<file path="config.mk">
export PLATFORM = sky130hd
export DESIGN_NAME = bpu_gshare
export DESIGN_NICKNAME = d
export VERILOG_FILES = /design/src/rtl/bpu_gshare_pkg.sv /design/src/rtl/bpu_btb.sv /design/src/rtl/bpu_gshare.sv
export SDC_FILE = /design/constraint.sdc
export NUM_CORES = 2
export LEC_CHECK = 0
export BUFFER_PORTS_ARGS = -buffer_cell sky130_fd_sc_hd__buf_2
export CORE_MARGIN = 2
export CORE_UTILIZATION = 25
export CTS_BUF_LIST = sky130_fd_sc_hd__clkbuf_2 sky130_fd_sc_hd__clkbuf_4 sky130_fd_sc_hd__clkbuf_8
export CTS_CLUSTER_DIAMETER = 80
export DETAILED_ROUTE_END_ITERATION = 12
export GPL_TIMING_DRIVEN = 1
export MAX_ROUTING_LAYER = met4
export PLACE_DENSITY_LB_ADDON = 0.3
export SLEW_MARGIN = 20
export SYNTH_ARGS = -nofsm -noshare
export SYNTH_HDL_FRONTEND = slang
export SYNTH_SLANG_ARGS = --single-unit
</file>
<file path="constraint.sdc">
create_clock -name clk -period 24.4 [get_ports clk]
set_clock_uncertainty 0.15 [all_clocks]
set_input_delay 4.88 -clock clk [delete_from_list [all_inputs] [get_ports clk]]
set_output_delay 4.88 -clock clk [all_outputs]
set_load 0.03 [all_outputs]
</file>
<file path="src/rtl/bpu_gshare_pkg.sv">
// rtl/bpu_gshare_pkg.sv - shared constants and helpers for the gshare predictor
//
// Purpose: 2-bit counter encodings, FSM state encodings and the saturating
// counter update used by bpu_gshare.
// Ports: none (package).
package bpu_gshare_pkg;

  // 2-bit direction counter states
  localparam logic [1:0] SNT = 2'b00;
  localparam logic [1:0] WNT = 2'b01;
  localparam logic [1:0] WT  = 2'b10;
  localparam logic [1:0] ST  = 2'b11;

  // Predictor FSM states
  localparam logic [0:0] S_INIT = 1'b0;
  localparam logic [0:0] S_RUN  = 1'b1;

  // Move a counter one step toward ST (taken) or SNT (not taken), holding at the ends.
  function automatic logic [1:0] sat_update(input logic [1:0] ctr, input logic taken);
    logic [1:0] res;
    res = ctr;
    if (taken) begin
      if (ctr != ST) res = ctr + 2'd1;
    end else begin
      if (ctr != SNT) res = ctr - 2'd1;
    end
    return res;
  endfunction

endpackage

</file>
<file path="src/rtl/bpu_btb.sv">
// rtl/bpu_btb.sv - tagged branch target buffer for the gshare predictor
//
// Purpose: direct-mapped array of valid/tag/target entries with one
// combinational read port and one synchronous write port.
// Ports:
//   clk          clock
//   clr_i        synchronous clear of all valid bits
//   rd_idx_i     read index            rd_tag_i    read tag
//   rd_hit_o     valid & tag match     rd_target_o stored target at rd_idx_i
//   wr_en_i      write strobe          wr_idx_i    write index
//   wr_tag_i     tag to store          wr_target_i target to store
module bpu_btb
  import bpu_gshare_pkg::*;
#(
  parameter int XLEN  = 32,
  parameter int DEPTH = 64,
  localparam int BI    = $clog2(DEPTH),
  localparam int TAG_W = XLEN - BI - 2
) (
  input  logic             clk,
  input  logic             clr_i,
  input  logic [BI-1:0]    rd_idx_i,
  input  logic [TAG_W-1:0] rd_tag_i,
  output logic             rd_hit_o,
  output logic [XLEN-1:0]  rd_target_o,
  input  logic             wr_en_i,
  input  logic [BI-1:0]    wr_idx_i,
  input  logic [TAG_W-1:0] wr_tag_i,
  input  logic [XLEN-1:0]  wr_target_i
);

  logic [DEPTH-1:0] valid_q;
  logic [TAG_W-1:0] tag_q    [DEPTH];
  logic [XLEN-1:0]  target_q [DEPTH];

  // Reads see the contents before any same-cycle write.
  assign rd_hit_o    = valid_q[rd_idx_i] & (tag_q[rd_idx_i] == rd_tag_i);
  assign rd_target_o = target_q[rd_idx_i];

  always_ff @(posedge clk) begin
    if (clr_i) begin
      valid_q <= '0;
    end else if (wr_en_i) begin
      valid_q[wr_idx_i] <= 1'b1;
    end
  end

  // Tag/target payload needs no reset; valid bits guard it.
  always_ff @(posedge clk) begin
    if (wr_en_i) begin
      tag_q[wr_idx_i]    <= wr_tag_i;
      target_q[wr_idx_i] <= wr_target_i;
    end
  end

endmodule

</file>
<file path="src/rtl/bpu_gshare.sv">
// rtl/bpu_gshare.sv - gshare direction predictor with tagged BTB
//
// Purpose: one lookup per cycle with a registered prediction, speculative
// global history, training and history repair from the resolve stage.
// Ports:
//   clk, rst_n         clock, synchronous active-low reset
//   o_ready            high once the PHT init sweep has finished
//   i_req_valid/pc     lookup request
//   o_pred_valid       prediction valid, one cycle after an accepted request
//   o_pred_taken       predicted direction
//   o_pred_target      predicted next PC
//   o_pred_ghr         history used to index this prediction
//   i_upd_valid/pc     resolved branch
//   i_upd_target       resolved taken target
//   i_upd_taken        actual direction
//   i_upd_mispredict   repair history from i_upd_ghr
//   i_upd_ghr          history that was returned with the prediction
module bpu_gshare
  import bpu_gshare_pkg::*;
#(
  parameter int XLEN      = 32,
  parameter int PHT_DEPTH = 256,
  parameter int BTB_DEPTH = 64,
  localparam int GHR_W     = $clog2(PHT_DEPTH),
  localparam int BI        = $clog2(BTB_DEPTH),
  localparam int TAG_W     = XLEN - BI - 2
) (
  input  logic             clk,
  input  logic             rst_n,
  output logic             o_ready,
  input  logic             i_req_valid,
  input  logic [XLEN-1:0]  i_req_pc,
  output logic             o_pred_valid,
  output logic             o_pred_taken,
  output logic [XLEN-1:0]  o_pred_target,
  output logic [GHR_W-1:0] o_pred_ghr,
  input  logic             i_upd_valid,
  input  logic [XLEN-1:0]  i_upd_pc,
  input  logic [XLEN-1:0]  i_upd_target,
  input  logic             i_upd_taken,
  input  logic             i_upd_mispredict,
  input  logic [GHR_W-1:0] i_upd_ghr
);

  logic [0:0]       state_q, state_d;
  logic [GHR_W-1:0] sweep_q, sweep_d;
  logic [GHR_W-1:0] ghr_q, ghr_d;
  logic [1:0]       pht_q [PHT_DEPTH];

  logic             pred_valid_q, pred_valid_d;
  logic             pred_taken_q, pred_taken_d;
  logic [XLEN-1:0]  pred_target_q, pred_target_d;
  logic [GHR_W-1:0] pred_ghr_q, pred_ghr_d;

  logic             run;
  logic             req_fire;
  logic             upd_fire;
  logic [GHR_W-1:0] req_pht_idx;
  logic [GHR_W-1:0] upd_pht_idx;
  logic             btb_hit;
  logic [XLEN-1:0]  btb_target;
  logic             lookup_taken;
  logic             unused_upd_pc_lsb;

  assign run         = (state_q == S_RUN);
  assign req_fire    = i_req_valid & run;
  assign upd_fire    = i_upd_valid & run;
  assign req_pht_idx = i_req_pc[GHR_W+1:2] ^ ghr_q;
  assign upd_pht_idx = i_upd_pc[GHR_W+1:2] ^ i_upd_ghr;

  // Byte offset within the instruction word never affects training.
  assign unused_upd_pc_lsb = ^i_upd_pc[1:0];

  bpu_btb #(
    .XLEN  (XLEN),
    .DEPTH (BTB_DEPTH)
  ) u_btb (
    .clk         (clk),
    .clr_i       (~rst_n),
    .rd_idx_i    (i_req_pc[BI+1:2]),
    .rd_tag_i    (i_req_pc[XLEN-1:BI+2]),
    .rd_hit_o    (btb_hit),
    .rd_target_o (btb_target),
    .wr_en_i     (upd_fire & i_upd_taken),
    .wr_idx_i    (i_upd_pc[BI+1:2]),
    .wr_tag_i    (i_upd_pc[XLEN-1:BI+2]),
    .wr_target_i (i_upd_target)
  );

  // A BTB miss always predicts not-taken, whatever the counter says.
  assign lookup_taken = btb_hit & pht_q[req_pht_idx][1];

  always_comb begin
    state_d = state_q;
    sweep_d = sweep_q;
    if (state_q == S_INIT) begin
      sweep_d = sweep_q + GHR_W'(1);
      if (sweep_q == GHR_W'(PHT_DEPTH - 1)) state_d = S_RUN;
    end
  end

  // Repair from the resolve stage overrides the speculative shift; the
  // same-cycle request was already indexed with the old history.
  always_comb begin
    ghr_d = ghr_q;
    if (upd_fire && i_upd_mispredict) begin
      ghr_d = {i_upd_ghr[GHR_W-2:0], i_upd_taken};
    end else if (req_fire && btb_hit) begin
      ghr_d = {ghr_q[GHR_W-2:0], lookup_taken};
    end
  end

  always_comb begin
    pred_valid_d  = req_fire;
    pred_taken_d  = req_fire & lookup_taken;
    pred_target_d = '0;
    pred_ghr_d    = '0;
    if (req_fire) begin
      pred_target_d = lookup_taken ? btb_target : (i_req_pc + XLEN'(4));
      pred_ghr_d    = ghr_q;
    end
  end

  always_ff @(posedge clk) begin
    if (!rst_n) begin
      state_q       <= S_INIT;
      sweep_q       <= '0;
      ghr_q         <= '0;
      pred_valid_q  <= 1'b0;
      pred_taken_q  <= 1'b0;
      pred_target_q <= '0;
      pred_ghr_q    <= '0;
    end else begin
      state_q       <= state_d;
      sweep_q       <= sweep_d;
      ghr_q         <= ghr_d;
      pred_valid_q  <= pred_valid_d;
      pred_taken_q  <= pred_taken_d;
      pred_target_q <= pred_target_d;
      pred_ghr_q    <= pred_ghr_d;
    end
  end

  // The PHT has no reset of its own; the INIT sweep rewrites every entry.
  always_ff @(posedge clk) begin
    if (rst_n) begin
      if (state_q == S_INIT) begin
        pht_q[sweep_q] <= WNT;
      end else if (i_upd_valid) begin
        pht_q[upd_pht_idx] <= sat_update(pht_q[upd_pht_idx], i_upd_taken);
      end
    end
  end

  assign o_ready       = run;
  assign o_pred_valid  = pred_valid_q;
  assign o_pred_taken  = pred_taken_q;
  assign o_pred_target = pred_target_q;
  assign o_pred_ghr    = pred_ghr_q;

endmodule

</file>
======== Word-level counts from Yosys, hierarchy flattened ========
Memories as Yosys holds them, arrays and structs flattened.
Index checks and enable logic that the tools add are counted.
word-level totals
  flip-flop bits (word level) ............. 123
  RAM bits ................................ 4096
  bits of input ports ..................... 110
  output and inout bits ................... 43
  word-level logic and storage cells ...... 64
  memories ................................ 3
operators by class
  $add $sub $neg .......................... 4
  order comparisons ....................... 3
  eq/ne operators ......................... 3
  multiplexer cells ....................... 27
  bitwise operators ....................... 9
  reduce and logical (&&, ||, !) cells .... 7
memory list
  memory          depth  bits a word  read ports  clocked after memory_dff  write ports  line              source
  u_btb.target_q  64     32           1           0                         1            bpu_btb.sv:34     logic [XLEN-1:0] target_q [DEPTH];
  u_btb.tag_q     64     24           1           0                         1            bpu_btb.sv:33     logic [TAG_W-1:0] tag_q [DEPTH];
  pht_q           256    2            2           0                         1            bpu_gshare.sv:48  logic [1:0] pht_q [PHT_DEPTH];
operator list
  kind                                                                          count
  64-bit bitwise OR                                                             1
  32-bit by 3-bit adder with 32-bit output, second input constant               1
  32-bit 2-to-1 mux                                                             1
  24-bit == test                                                                1
  8-bit 2-to-1 mux                                                              3
  8-bit bitwise XOR                                                             2
  6-bit by 7-bit less-than comparator with 1-bit output, second input constant  2
  1-bit 2-to-1 mux                                                              14
  2-bit 2-to-1 mux                                                              7
  8-bit by 1-bit adder with 8-bit output, second input constant                 1
  8-bit == test, second input constant                                          1
  1-bit bitwise AND                                                             6
  1-bit binary-select mux with 6-bit select                                     1
  1-bit demux with 6-bit select                                                 1
  6-bit by 1-bit >= comparator with 1-bit output, second input constant         1
  2-bit nonzero test                                                            2
  1-bit logical AND                                                             3
  2-bit by 1-bit adder with 2-bit output, second input constant                 1
  2-bit != test, second input constant                                          1
  2-bit AND reduction                                                           1
  2-bit OR reduction                                                            1
  2-bit by 1-bit subtractor with 2-bit output, second input constant            1

======== Logic depth before layout (Yosys ltp) ========
An unclocked memory read counts as a cell.
  word-level depth ........................ 9
  mapped depth ............................ 19
  depth with buffers taken out ............ 10

======== Cells and area by module ========
Synthesis repeated with hierarchy kept, for this count alone.
unflattened totals
  cells, all modules ...................... 7595
  area, all modules ....................... 165406.1 um2
modules (own cells, without submodules)
  module      times used  cells each  area an instance (um2)  seq. area each (um2)
  bpu_btb     1           5790        138928.2                108904.4
  bpu_gshare  1           1805        26477.9                 16555.9

======== Worst setup path after synthesis ========
OpenSTA, ideal clock, no wires.
  kind .................................... input-to-reg
  start point ............................. in i_upd_pc[2]
  end point ............................... mem pht_q[0][0], data pin
  setup time .............................. 2.188 ns
  arrival time ............................ 17.843 ns
  required time ........................... 22.062 ns
  path slack .............................. 4.219 ns
  stages on the path ...................... 10
  buffers on the path ..................... 2
  cell sequence ........................... xor2_1 clkbuf_1 buf_1 mux4_2 mux4_2 mux4_2 a22oi_1 and2_1 a21oi_1 o21ai_0
on the way
  longest elaborated chain between the ends .. 9
RTL lines
  element                                                              line                                        source
  start, declared                                                      bpu_gshare.sv:38                            input logic [XLEN-1:0] i_upd_pc,
  8-bit bitwise XOR *                                                  bpu_gshare.sv:69                            assign upd_pht_idx = i_upd_pc[GHR_W+1:2] ^ i_upd_ghr;
  memory 256 x 2 bit *                                                 -
  2-bit by 1-bit subtractor with 2-bit output (tied with other cells)  bpu_gshare_pkg.sv:25                        if (ctr != SNT) res = ctr - 2'd1;
  2-bit 2-to-1 mux, on equally long branches                           bpu_gshare_pkg.sv:25, bpu_gshare_pkg.sv:23
  2-bit 2-to-1 mux *                                                   bpu_gshare_pkg.sv:22                        if (taken) begin
  2-bit 2-to-1 mux *                                                   bpu_gshare.sv:149                           end else if (i_upd_valid) begin
  2-bit 2-to-1 mux *                                                   bpu_gshare.sv:147                           if (state_q == S_INIT) begin
  2-bit 2-to-1 mux *                                                   bpu_gshare.sv:146                           if (rst_n) begin
  2-bit 2-to-1 mux (no line) *                                         -
  end, declared                                                        bpu_gshare.sv:48
Mark *: on every way between the ends. The rest lies on a longest branch, timed or not. The select of a mux whose other input is x is not followed.

======== Worst setup path after layout ========
  start point ............................. in i_req_pc[2]
  end point ............................... reg pred_target_q[2] (netlist: o_pred_target[2])
on the way
  longest elaborated chain between the ends .. 5
RTL lines
  element                                                                          line               source
  start, declared                                                                  bpu_gshare.sv:32   input logic [XLEN-1:0] i_req_pc,
  memory 64 x 24 bit or 1-bit binary-select mux with 6-bit select (tied branches)  -
  24-bit == test or 1-bit 2-to-1 mux (tied branches)                               bpu_btb.sv:37      assign rd_hit_o = valid_q[rd_idx_i] & (tag_q[rd_idx_i] == rd_tag_i);
  1-bit bitwise AND                                                                bpu_btb.sv:37
  1-bit bitwise AND                                                                bpu_gshare.sv:91   assign lookup_taken = btb_hit & pht_q[req_pht_idx][1];
  32-bit 2-to-1 mux *                                                              bpu_gshare.sv:119  pred_target_d = lookup_taken ? btb_target : (i_req_pc + XLEN'(4));
  end signal, assigned                                                             bpu_gshare.sv:139  pred_target_q <= pred_target_d;
  end, declared                                                                    bpu_gshare.sv:52   logic [XLEN-1:0] pred_target_q, pred_target_d;
Marked as above.
A chain may end at the register's enable or synchronous reset.

==> impl_results.rst <==
.. list-table::
   :header-rows: 1

   * - Metric
     - Value
   * - FFs w/ async S/R, synth
     - 0%
   * - Total routed wirelength
     - between 500 and 600 mm
   * - Static leakage
     - ~60 nW
   * - Time the final worst path needs with I/O delays and setup
     - 11.25 ns
   * - Fill cell total of the finished layout
     - approximately 64000
   * - Largest net degree at the start of global routing
     - 113
   * - Initial Util
     - between 20% and 30%
   * - Sum of internal, switching and leakage power
     - around 0.015 W
   * - Overflow left after global routing
     - 0
   * - Final setup violation count
     - 0
   * - Average wire per cell in the routed design
     - between 30 and 40 µm
   * - Status
     - finished, final reports clean
   * - CTS-repair resized insts
     - 0
   * - Stage delay of the slowest cell on the critical path
     - 0.99 ns
   * - CP top delay family
     - buffers and inverters
   * - Unique masters post-synth
     - 75
   * - Sum of negative setup slack
     - 0 ns
   * - Final non-filler cell area
     - 0.192 mm²
   * - DR vias
     - 85300
   * - Synthesis-to-layout area growth
     - 16.1%
   * - Routability congestion estimate
     - 0.807
   * - Die boundary height
     - 817 µm
   * - Post-synthesis compound-gate area fraction
     - 1.88%
   * - Type of the setup path with the least slack
     - primary input to register
   * - Xor/xnor cell area share of the yosys netlist
     - 0.440%
   * - Power per Cell Area
     - 77.8 mW/mm²
   * - Count of placed standard cells including taps
     - 16200
   * - HPWL Detailed
     - 300 mm
   * - Syn nets
     - 7596
   * - Dominant combinational cell family by area after synthesis
     - multiplexers
   * - Share of cells above drive strength 1
     - 33.0%
   * - Maximum clock insertion buffer count
     - 4
   * - Initial antenna violation count
     - 68
   * - Prevailing post-synth register cell
     - sky130_fd_sc_hd__edfxtp_1
   * - Critical path endpoint category
     - register
   * - Drt initial violations
     - between 10000 and 15000
   * - Root buf cell
     - sky130_fd_sc_hd__clkbuf_8
   * - Worst-path cell chain
     - buf_12, buf_12, buf_4, buf_4, nor2b_2, a22oi_1, nand3_1, a31oi_1, a21oi_1, xnor2_1, or4_1, or4_1, nand4b_4, buf_4, mux2i_1
   * - Post-synthesis instance area
     - 0.165 mm²
   * - Standard-cell rows
     - 298
   * - Nets
     - 8293
   * - DR top layer
     - met4
   * - Quantity of hold-fixing buffers added after cts
     - 0
   * - Number of buffer and inverter instances along the worst setup path
     - 5
   * - I/O pin count
     - ~150
   * - Average vias per placed instance
     - 4.88
   * - Remaining design rule violation count
     - 0
   * - Latest clock arrival within the worst-skew pair
     - 1.31 ns
   * - Final Instance Count excl. Fillers
     - 17500
   * - Core area
     - 0.659 mm²
   * - Vias in the first global route
     - 87000
   * - Simple-Gate Fraction of Synth Area
     - 2.20%
   * - Clock net sink count
     - 4219
   * - Number of max-slew violations in the final report
     - 0
   * - Critical path fanouts, max
     - 78
   * - Clock slew at the register clock pins of the worst setup and hold paths
     - 0.06 ns
   * - Register bit total from synthesis
     - 4219
   * - Remaining number of nets flagged by the antenna check after routing
     - 0
   * - Sequential element share of the synthesized area
     - about three quarters
   * - Highest ir drop seen on vdd
     - 0.0000592 V
   * - Final hold violation count
     - 0
   * - Post-Syn Instances
     - 7484
   * - Required time at the worst-slack endpoint
     - 25.24 ns
   * - Cell with the largest stage delay on the worst path
     - sky130_fd_sc_hd__nor2b_2
   * - Clock buffer count from CTS
     - 700
   * - Worst slew margin
     - 13.9%
   * - Post-CTS Setup Bufs
     - 0
   * - CTS tree
     - yes
   * - Worst endpoint data arrival time
     - 12.09 ns
   * - Setup repair after global routing missed its margin
     - no
   * - Final Cycle Share
     - a little under half
   * - Wire length of the first global-routing pass
     - 728 mm
   * - F_max
     - 88.9 MHz
   * - GR Util All Layers
     - 16.0%
   * - Startpoint class of the critical path
     - primary input
   * - Maxcap violations
     - 0
   * - Mean area per synthesized cell
     - 22.1 µm²
   * - Area after detailed placement
     - 0.178 mm²
   * - Total of buffers placed on input and output ports
     - 150
   * - Routed wire length on met3
     - 40.4 mm
   * - Horizontal die dimension
     - about 820 µm
   * - Multiplexer share of the synthesized area
     - between 10% and 20%
   * - Overall die area
     - 0.668 mm²
   * - Synth warnings
     - 0
   * - Wire length on met2
     - 262 mm
   * - CP dominant cell by count
     - sky130_fd_sc_hd__buf_4
   * - Worst-margin pin slew
     - 1.26 ns
   * - Routed met1 length
     - 218 mm
   * - CTS H-tree lvls
     - 6
   * - Worst hold-check path type
     - register to register
   * - Number of enable flip-flop cells after synthesis
     - 4096
   * - Detailed-router iteration count before antenna repair
     - 8
   * - Adder-cell area share of the yosys netlist
     - less than 1%
-- cell usage in the layout (no fill, tap or decap), types with 11 or more instances in the layout --
cell                        netlist  final
sky130_fd_sc_hd__a221oi_1        26     26
sky130_fd_sc_hd__nor2_1         379    315
sky130_fd_sc_hd__nand3b_1        12     12
sky130_fd_sc_hd__a21oi_1         54     53
sky130_fd_sc_hd__a211oi_1        12     12
sky130_fd_sc_hd__and3_1          15     14
sky130_fd_sc_hd__buf_2          127    129
sky130_fd_sc_hd__clkbuf_4         0    243
sky130_fd_sc_hd__mux2_2          29     29
sky130_fd_sc_hd__edfxtp_1      4096   4096
sky130_fd_sc_hd__buf_4           30    271
sky130_fd_sc_hd__a31oi_1         18     18
sky130_fd_sc_hd__nor3_1          13     12
sky130_fd_sc_hd__o21a_1          69     69
sky130_fd_sc_hd__a22oi_1         83     83
sky130_fd_sc_hd__and2_1          28     28
sky130_fd_sc_hd__clkbuf_8         0    731
sky130_fd_sc_hd__inv_8            0     13
sky130_fd_sc_hd__nand2_1        218    212
sky130_fd_sc_hd__xor2_1          29     22
sky130_fd_sc_hd__clkinv_1         3    159
sky130_fd_sc_hd__mux4_2        1227   1227
sky130_fd_sc_hd__nand4_1         16     16
sky130_fd_sc_hd__diode_2          0     39
sky130_fd_sc_hd__o21ai_0         42     41
sky130_fd_sc_hd__mux2i_1        232    232
sky130_fd_sc_hd__nor2b_1         30     25
sky130_fd_sc_hd__xnor2_1         54     53
sky130_fd_sc_hd__o221ai_1        15     15
sky130_fd_sc_hd__bufinv_16        0     22
sky130_fd_sc_hd__dfxtp_1        123    123
sky130_fd_sc_hd__nand3_1         63     63
sky130_fd_sc_hd__clkinv_2         0     60
sky130_fd_sc_hd__buf_12           0     11
sky130_fd_sc_hd__o22ai_1         28     28
sky130_fd_sc_hd__nor2_4           0     64
-- registers in the layout (all words and copies together) (netlist names) --
name            cells
u_btb.target_q   2048
u_btb.tag_q      1536
pht_q             512
u_btb.valid_q      64
o_pred_target      32
ghr_q               8
o_pred_ghr          8
sweep_q             8
o_pred_taken        1
o_pred_valid        1
o_ready             1
-- cells in the mapped netlist, drive strengths merged, types with 8 or more instances --
cell     count  share of area (%)
clkbuf     193               0.44
o22ai       28               0.11
buf        230               0.78
nand4       16              0.061
dfxtp      123                1.5
xor2        29               0.15
or4          8              0.036
a22oi       83               0.38
a221oi      27               0.15
a31oi       18              0.068
nor2b       30               0.11
o21a        69               0.31
nor4         9              0.034
o221ai      15              0.079
nor3        13              0.039
inv          8              0.018
mux4      1227                 17
edfxtp    4096                 74
mux2i      232                1.4
nand2      218               0.50
o31ai       10              0.045
nand3b      12              0.055
a21oi       54               0.16
and2        30               0.11
nor2       380               0.86
o21ai       49               0.15
and3        15              0.057
a22o         8              0.042
a211oi      12              0.055
xnor2       54               0.29
mux2        30               0.20
a2111oi      8              0.042
nand3       63               0.19
-- power breakdown --
| group | leakage, nW | switching (W) | internal [W] | total [W] |
|---|---|---|---|---|
| registers | 39.0 | 0.000000923 | 0.00793 | 0.00793 |
| logic | 13.6 | 0.000450 | 0.000267 | 0.000718 |
| clock network | 7.39 | 0.00290 | 0.00339 | 0.00629 |
| total | 60.0 | 0.00335 | 0.0116 | 0.0149 |
-- worst paths after layout --
kind         cells after the start               from           endpoint  slack [ns]
max                             15        i_req_pc[2]   o_pred_target[2]       13.15
min                              1  u_btb.valid_q[46]  u_btb.valid_q[46]        0.31
max reg2reg                     12           ghr_q[0]   o_pred_target[2]       18.74
min reg2reg                      1  u_btb.valid_q[46]  u_btb.valid_q[46]        0.31
-- metrics by stage --
stage                     utilization, %  hold slack, ns  worst slack (ns)
after global routing                29.1           0.328             12.94
final                               29.1           0.315             13.15
after detailed placement            27.0           0.301             11.78
after global placement              27.0           0.291             11.79
after floorplan                        -           0.285              4.22
after CTS                           29.1           0.314             13.14
-- kinds of logic after synthesis --
group,after synthesis
AOI/OAI and AO/OA,435
xor gates and xnor gates,83
adders and majority gates,2
DFF,4219
buffers and inverters,434
muxes,1489
and+or+nand+nor,822
-- layer usage --
layer / vias to the layer above / global-route usage (%)
met1: 47100 / 20.5
met4: 0 / 4.78
met2: 4054 / 26.1
met5: - / -
met3: 927 / 2.80
li1: 33200 / -
-- cell type report --
cell class / count / area, µm² / share of cell area (%)
Tap cell: 8700 / 10900 / 5.67
Timing Repair Buffer: 418 / 3020 / 1.57
Clock buffer: 973 / 11900 / 6.18
Multi-Input combinational cell: 2831 / 38500 / 20.0
Clock inverter: 288 / 2100 / 1.09
Inverter: 11 / 51.3 / 0.0267
Sequential cell: 4219 / 125000 / 65.4
Antenna cell: 39 / 97.6 / 0.0508
Power figures use the tool's default switching activity.
